`config.mk`:
```
export PLATFORM = sky130hd
export DESIGN_NAME = seg_scan_ctrl
export DESIGN_NICKNAME = d
export VERILOG_FILES = /design/src/rtl/seg_pkg.sv /design/src/rtl/seg_hex_decode.sv /design/src/rtl/seg_scan_ctrl.sv
export SDC_FILE = /design/constraint.sdc
export NUM_CORES = 1
export LEC_CHECK = 0
export ABC_AREA = 0
export CORE_MARGIN = 1.5
export CORE_UTILIZATION = 59
export CTS_CLUSTER_DIAMETER = 120
export DETAILED_ROUTE_END_ITERATION = 6
export PLACE_DENSITY = 0.86
export SKIP_CTS_REPAIR_TIMING = 1
export SYNTH_ARGS = -nofsm -noshare
export SYNTH_HDL_FRONTEND = slang
export SYNTH_HIERARCHICAL = 1
export SYNTH_SLANG_ARGS = --single-unit
```
`constraint.sdc`:
```
create_clock -name clk -period 11.45 [get_ports clk]
set_input_delay 1.7175 -clock clk [delete_from_list [all_inputs] [get_ports clk]]
set_output_delay 1.7175 -clock clk [all_outputs]
set_load 0.01 [all_outputs]
```
`src/rtl/seg_pkg.sv`:
```
// Shared constants for the multiplexed 7-segment scan controller.
package seg_pkg;

    localparam logic [1:0] ADDR_DATA_LO = 2'd0;
    localparam logic [1:0] ADDR_DATA_HI = 2'd1;
    localparam logic [1:0] ADDR_DP_MASK = 2'd2;
    localparam logic [1:0] ADDR_CTRL    = 2'd3;

    localparam int unsigned CTRL_EN_BIT = 0;
    localparam int unsigned CTRL_LZ_BIT = 1;

    // Active-low glyphs, bit 0 = segment a .. bit 6 = segment g
    localparam logic [6:0] SEG_OFF = 7'h7F;
    localparam logic [6:0] GLYPH_0 = 7'h40;
    localparam logic [6:0] GLYPH_1 = 7'h79;
    localparam logic [6:0] GLYPH_2 = 7'h24;
    localparam logic [6:0] GLYPH_3 = 7'h30;
    localparam logic [6:0] GLYPH_4 = 7'h19;
    localparam logic [6:0] GLYPH_5 = 7'h12;
    localparam logic [6:0] GLYPH_6 = 7'h02;
    localparam logic [6:0] GLYPH_7 = 7'h78;
    localparam logic [6:0] GLYPH_8 = 7'h00;
    localparam logic [6:0] GLYPH_9 = 7'h10;
    localparam logic [6:0] GLYPH_A = 7'h08;
    localparam logic [6:0] GLYPH_B = 7'h03;
    localparam logic [6:0] GLYPH_C = 7'h46;
    localparam logic [6:0] GLYPH_D = 7'h21;
    localparam logic [6:0] GLYPH_E = 7'h06;
    localparam logic [6:0] GLYPH_F = 7'h0E;

endpackage

```
`src/rtl/seg_hex_decode.sv`:
```
// Combinational hex nibble to active-low 7-segment glyph.
module seg_hex_decode
    import seg_pkg::*;
(
    input  logic [3:0] nibble,
    output logic [6:0] seg_c
);

    always_comb begin
        seg_c = SEG_OFF;
        case (nibble)
            4'h0: seg_c = GLYPH_0;
            4'h1: seg_c = GLYPH_1;
            4'h2: seg_c = GLYPH_2;
            4'h3: seg_c = GLYPH_3;
            4'h4: seg_c = GLYPH_4;
            4'h5: seg_c = GLYPH_5;
            4'h6: seg_c = GLYPH_6;
            4'h7: seg_c = GLYPH_7;
            4'h8: seg_c = GLYPH_8;
            4'h9: seg_c = GLYPH_9;
            4'hA: seg_c = GLYPH_A;
            4'hB: seg_c = GLYPH_B;
            4'hC: seg_c = GLYPH_C;
            4'hD: seg_c = GLYPH_D;
            4'hE: seg_c = GLYPH_E;
            4'hF: seg_c = GLYPH_F;
            default: seg_c = SEG_OFF;
        endcase
    end

endmodule

```
`src/rtl/seg_scan_ctrl.sv`:
```
// Bus-writable multiplexed 7-segment controller with frame-buffered digit data.
module seg_scan_ctrl #(
    parameter int unsigned NUM_DIGITS = 8,
    parameter int unsigned SCAN_DIV   = 50000
) (
    input  logic                  clk,
    input  logic                  reset,
    input  logic                  cs,
    input  logic                  we,
    input  logic [1:0]            addr,
    input  logic [31:0]           wdata,
    output logic [31:0]           rdata,
    output logic [7:0]            o_seg,
    output logic [NUM_DIGITS-1:0] o_sel,
    output logic                  frame_tick
);
    import seg_pkg::*;

    localparam int unsigned DW = 4 * NUM_DIGITS;
    localparam int unsigned IW = (NUM_DIGITS > 1) ? $clog2(NUM_DIGITS) : 1;
    localparam int unsigned PW = $clog2(SCAN_DIV);
    localparam logic [IW-1:0] LAST_IDX = IW'(NUM_DIGITS - 1);
    localparam logic [PW-1:0] LAST_PRE = PW'(SCAN_DIV - 1);

    logic [DW-1:0]         pend_data, shad_data, data_next, upper;
    logic [NUM_DIGITS-1:0] pend_dp, shad_dp, sel_next;
    logic [1:0]            ctrl;
    logic [PW-1:0]         pre;
    logic [IW-1:0]         idx;
    logic [63:0]           pend_wide, write_wide;
    logic [3:0]            nibble;
    logic [6:0]            glyph;
    logic                  wr, enable, blank, dp_on, frame_wrap;
    logic                  unused_bits;

    assign wr         = cs && we;
    assign enable     = ctrl[CTRL_EN_BIT];
    assign frame_wrap = enable && (pre == LAST_PRE) && (idx == LAST_IDX);

    // Digit data viewed as a 64-bit LO/HI pair; bits beyond the digit count drop out
    always_comb begin
        pend_wide  = 64'(pend_data);
        write_wide = pend_wide;
        if (addr == ADDR_DATA_HI) write_wide[63:32] = wdata;
        else                      write_wide[31:0]  = wdata;
        data_next  = write_wide[DW-1:0];
    end

    assign unused_bits = ^write_wide;

    always_comb begin
        rdata = '0;
        case (addr)
            ADDR_DATA_LO: rdata = pend_wide[31:0];
            ADDR_DATA_HI: rdata = pend_wide[63:32];
            ADDR_DP_MASK: rdata = 32'(pend_dp);
            ADDR_CTRL:    rdata = 32'(ctrl);
            default:      rdata = '0;
        endcase
    end

    always_ff @(posedge clk or posedge reset) begin
        if (reset) begin
            pend_data <= '0;
            pend_dp   <= '0;
            ctrl      <= 2'b01;
        end else if (wr) begin
            case (addr)
                ADDR_DATA_LO, ADDR_DATA_HI: pend_data <= data_next;
                ADDR_DP_MASK:               pend_dp   <= wdata[NUM_DIGITS-1:0];
                ADDR_CTRL:                  ctrl      <= wdata[1:0];
                default:                    ;
            endcase
        end
    end

    // Prescaler, digit index and frame-boundary shadow capture
    always_ff @(posedge clk or posedge reset) begin
        if (reset) begin
            pre        <= '0;
            idx        <= '0;
            frame_tick <= 1'b0;
            shad_data  <= '0;
            shad_dp    <= '0;
        end else begin
            frame_tick <= frame_wrap;
            if (frame_wrap) begin
                shad_data <= pend_data;
                shad_dp   <= pend_dp;
            end
            if (!enable) begin
                pre <= '0;
                idx <= '0;
            end else if (pre == LAST_PRE) begin
                pre <= '0;
                idx <= (idx == LAST_IDX) ? '0 : IW'(idx + 1'b1);
            end else begin
                pre <= PW'(pre + 1'b1);
            end
        end
    end

    assign nibble   = shad_data[{idx, 2'b00} +: 4];
    assign upper    = shad_data >> {idx, 2'b00};
    assign blank    = ctrl[CTRL_LZ_BIT] && (idx != '0) && (upper == '0);
    assign dp_on    = shad_dp[idx];
    assign sel_next = ~(NUM_DIGITS'(1) << idx);

    seg_hex_decode u_decode (
        .nibble (nibble),
        .seg_c  (glyph)
    );

    always_ff @(posedge clk or posedge reset) begin
        if (reset) begin
            o_seg <= 8'hFF;
            o_sel <= '1;
        end else if (!enable) begin
            o_seg <= 8'hFF;
            o_sel <= '1;
        end else begin
            o_seg <= {~dp_on, blank ? SEG_OFF : glyph};
            o_sel <= sel_next;
        end
    end

endmodule

```
After elaboration in Yosys (flattened, before gate mapping)
Memories as Yosys holds them, arrays and structs flattened.
Cells that the tools add are included.
Word-level totals
  register bits: 118
  memory bits (read-only): 112
  output and inout port bits: 49
  memories kept: 1
Memories
  (name not given): words 16, width 7, read ports 1, clocked after memory_dff 0, wr ports 0, line seg_hex_decode.sv:11  | case (nibble)
Cells by class
  add/sub/neg operators: 2
  order comparisons: 1
  equality and inequality tests: 6
  shift-type cells: 3
  multiplexer cells: 11
  bitwise gates (word level): 3
  reduce and logical (&&, ||, !) cells: 12
Operators with widths (number)
  32-bit one-hot mux with 4 select lines: 1
  32-bit zero test: 1
  16-bit two-way mux: 2
  32-bit by 6-bit indexed part select with 4-bit output: 1
  32-bit by 5-bit right shift with 32-bit output: 1
  16-bit by 1-bit adder with 16-bit output (second input constant): 1
  16-bit == test (second input constant): 1
  8-bit two-way mux: 2
  3-bit two-way mux: 3
  8-bit NOT: 1
  1-bit by 3-bit left shift with 8-bit output (first input constant): 1
  7-bit two-way mux: 1
  1-bit logical AND: 5
  2-bit == test (second input constant): 2
  3-bit by 4-bit < comparator with 1-bit output (second input constant): 1
  2-bit AND reduction: 2
  3-bit by 1-bit adder with 3-bit output (second input constant): 1
  1-bit binary-select mux with 3-bit select: 1
  3-bit == test (second input constant): 1
  3-bit AND reduction: 1
  3-bit nonzero test: 1
  2-bit by 1-bit == test with 1-bit output (second input constant): 1
  2-bit zero test: 1
  2-bit by 1-bit inequality test with 1-bit output (second input constant): 1
  3 further kinds: 4

Logic depth before layout (Yosys ltp)
  depth after elaboration: 5
  gate-level depth with buffers: 12

Modules after synthesis
Netlist, hierarchy kept.
Modules (own cells, without submodules)
  seg_scan_ctrl: times used 1, cells each 454, area each 5659.2 µm²
  seg_hex_decode: times used 1, cells each 35, area each 270.3 µm²

Worst setup path after synthesis
OpenSTA, ideal clock, no wires.
  kind: input to output
  from: input port addr[0]
  to: output port rdata[0]
  data arrival time: 2.542 ns
  data required time: 9.733 ns
  slack: 7.191 ns
  stages on the path: 3
  buffers on the path: 1
  cells stage by stage: clkbuf_1 -> mux2_2 -> a22o_1
Between the ends
  longest elaborated chain between the ends: 2
RTL lines
  from (decl): line seg_scan_ctrl.sv:10  | input logic [1:0] addr,
  2-bit == test (tied with other cells): line seg_scan_ctrl.sv:53  | case (addr)
  32-bit one-hot mux with 4 select lines *: line seg_scan_ctrl.sv:53
  to (decl): line seg_scan_ctrl.sv:12  | output logic [31:0] rdata,
Mark *: on every way between the ends. The rest lies on a longest branch, timed or not.

Worst setup path in the final report
  from: input port addr[1]
  to: output port rdata[20]
The elaborated chain is that of the path after synthesis.

==> flow_metrics.tcl <==
set metrics [dict create \
    drc 0 \
    critPathLaunch "addr[1]" \
    hold_viol_final 0 \
    clk_pin_slew_ns 0.06 \
    synth-seq-cells 118 \
    critPathBufInv 3 \
    fmax_mhz 183 \
    yosysTopAreaCellShare_pct 42.6 \
    cts_buffers 17 \
    cts_buffer_depth 2 \
    nets 626 \
    wl_per_cell_um 18.3 \
    htreeDepth 4 \
    crit_end "rdata[20]" \
    syn_area_um2 5930 \
    cts.sinks 118 \
    yosysSeqAreaShare_pct 50.2 \
    grt_max_degree 65 \
    r2r_setup_slack_ns 8.28 \
    track_usage_pct 27.1 \
    total_leakage_power_nw 3.26 \
    drtPass1Iterations 5 \
    die_w_um 103 \
    final_common_cell "dfrtp_1" \
    drive_above_1_share_pct 26.7 \
    path_delay_family "buffers and inverters" \
    antenna_left 0 \
    grt_pass1_vias 4192 \
    period_needed_ns 5.47 \
    coreArea_um2 9770 \
    slowest_delay_ns 0.70 \
    syn_to_final_growth_pct 25.4 \
    ir_worst_vdd_v 0.0000963 \
    initial_core_util_pct 60.7 \
    synthCells 489 \
    rsz0062_at_grt "false" \
    avgSynthCellArea_um2 12.1 \
    reg2regPathDepth 10 \
    place_ws_ns 6.00 \
    timing.hold.ws_ns 0.495 \
    cp.depth 5 \
    dp_hpwl_um 8340 \
    required_ns 9.73 \
    drt_iter0_drc 353 \
    antenna-diode-count 0 \
    powerDensity_nw_per_um2 153 \
    die_y_um 103 \
    worst_slew_pin_slew_ns 1.03 \
    crit_top_cell "clkdlybuf4s50_1" \
    grt_pass1_wl_um 21500 \
    final.setup.worst_slack_ns 5.98 \
    synth.area.top_cells "dfrtp_1 (43%), mux2_2 (15%), dfstp_2 (7.5%)" \
    skew_ns 0.00931 \
    n_fill_cell 602 \
    die_area_um2 10700 \
    grt_overflow_total 0 \
    cp-start-kind "primary input" \
    endpoint_kind "primary output" \
    synth-async-reset-ratio_pct 100 \
    yosys_warnings 6 \
    maxCapViolations 0 \
    r2r_start "idx[0]" \
    run_status "complete, no violations" \
    synth_cell_types 53 \
    path_max_fanout 25 \
    viasPerCell 5.85 \
    place_congestion 0.856 \
    synth-edff-count 0 \
    antenna_found_initial 0 \
    synthesis.nets 541 \
    fin_setup_tns_ns 0 \
    crit_slowest_cell "clkdlybuf4s50_1" \
    hold_path_class "reg -> reg" \
    yosysTopAreaCell "dfrtp_1" \
    synth_ff_type "dfrtp_1" \
    drt-total-wl_um 13200 \
    finalCritPeriodShare_pct 47.8 \
    cp.arrival_ns 3.76 \
    r2r_end "o_seg[3]" \
    slew_violations 0 \
    num_rows 36 \
    cts_root_buffer "clkbuf_8" \
    worstSetupPathType "in -> out" \
    tritoncts "done" \
    final_cell_mix "dfrtp_1 (101), clkdlybuf4s50_1 (86), mux2_2 (81)" \
    slew_headroom_pct 31.6 \
    path_cells "clkdlybuf4s50_1 -> nor2_1 -> buf_4 -> and2_1 -> clkdlybuf4s50_1" \
    port_buffers 86 \
    ios 87 \
    setup-violations-final 0 \
    vias 4215 \
    clock_latency_ns 0.51 \
]
cell usage after synthesis, drive strengths merged (3+ instances only):
cell	count
xnor2	5
a2111oi	3
a21oi	4
dfrtp	101
buf	13
mux4	13
nor2	43
o21ai	4
or2	7
clkbuf	11
nor3	9
and3	3
and2	32
a32oi	8
ha	14
nand3	13
mux2i	14
mux2	84
nand2	29
nand4	4
dfstp	17
nor2b	4
nor4	6
xor2	9
inv	17
flip-flops by register name (all words and copies together) (netlist names):
register    count
ctrl            2
frame_tick      1
idx             3
o_seg           8
o_sel           8
pend_data      32
pend_dp         8
pre            16
shad_data      32
shad_dp         8
cell families (layout without fill, tap and decap cells):
group                      count (synthesis)  count (layout)  share of synthesized area [%]
and+or+nand+nor                          158             158                           13.7
DFF                                      118             118                           50.2
AOI/OAI and AO/OA                         32              32                           4.30
adders and majority gates                 14              14                           2.95
buffers and inverters                     42             140                           3.40
muxes                                    111             111                           23.4
xor gates and xnor gates                  14              14                           2.07
layout make-up:
class / count / area [um^2] / area share, %
clock buffer: 21 / 449 / 6.04
clock inverter: 11 / 128 / 1.72
inverter: 18 / 75.1 / 1.01
multi-input combinational: 329 / 2750 / 37.0
sequential: 118 / 2970 / 40.0
tap: 133 / 166 / 2.24
timing repair buffer: 90 / 891 / 12.0
worst min path at each step:
| stage | depth (start not counted) | start | slack (ns) | end |
|---|---|---|---|---|
| floorplan | 1 | pre[0] | 0.46 | pre[0] |
| detailed placement | 1 | pre[0] | 0.48 | pre[0] |
| finish | 1 | pre[0] | 0.49 | pre[0] |
| CTS | 1 | pre[0] | 0.50 | pre[0] |
| global placement | 1 | pre[0] | 0.47 | pre[0] |
| global route | 1 | pre[0] | 0.51 | pre[0] |
layer usage:
metal / track usage (%) / part of all wire (%)
met1: 34.6 / 41
met2: 43.9 / 50
met3: 7.33 / 6.1
met4: 11.4 / 3.0
met5: 0 / 0
per-stage QoR:
stage	instance area, um^2	cells	power, W	util (%)
6_report	7440	720	0.00114	76.1
5_1_grt	7440	720	0.00119	76.1
4_1_cts	7440	720	0.00115	76.1
3_5_place_dp	6860	688	0.000637	70.2
3_3_place_gp	6860	688	0.000630	70.2
2_1_floorplan	5930	489	0.000566	-
power by group:
group | total [W] | leakage [nW] | internal (W) | switching, W
logic | 0.000131 | 1.48 | 0.0000792 | 0.0000522
clock network | 0.000506 | 0.274 | 0.000321 | 0.000185
registers | 0.000501 | 1.51 | 0.000463 | 0.0000379
No activity file was read; power rests on OpenSTA's default activity.
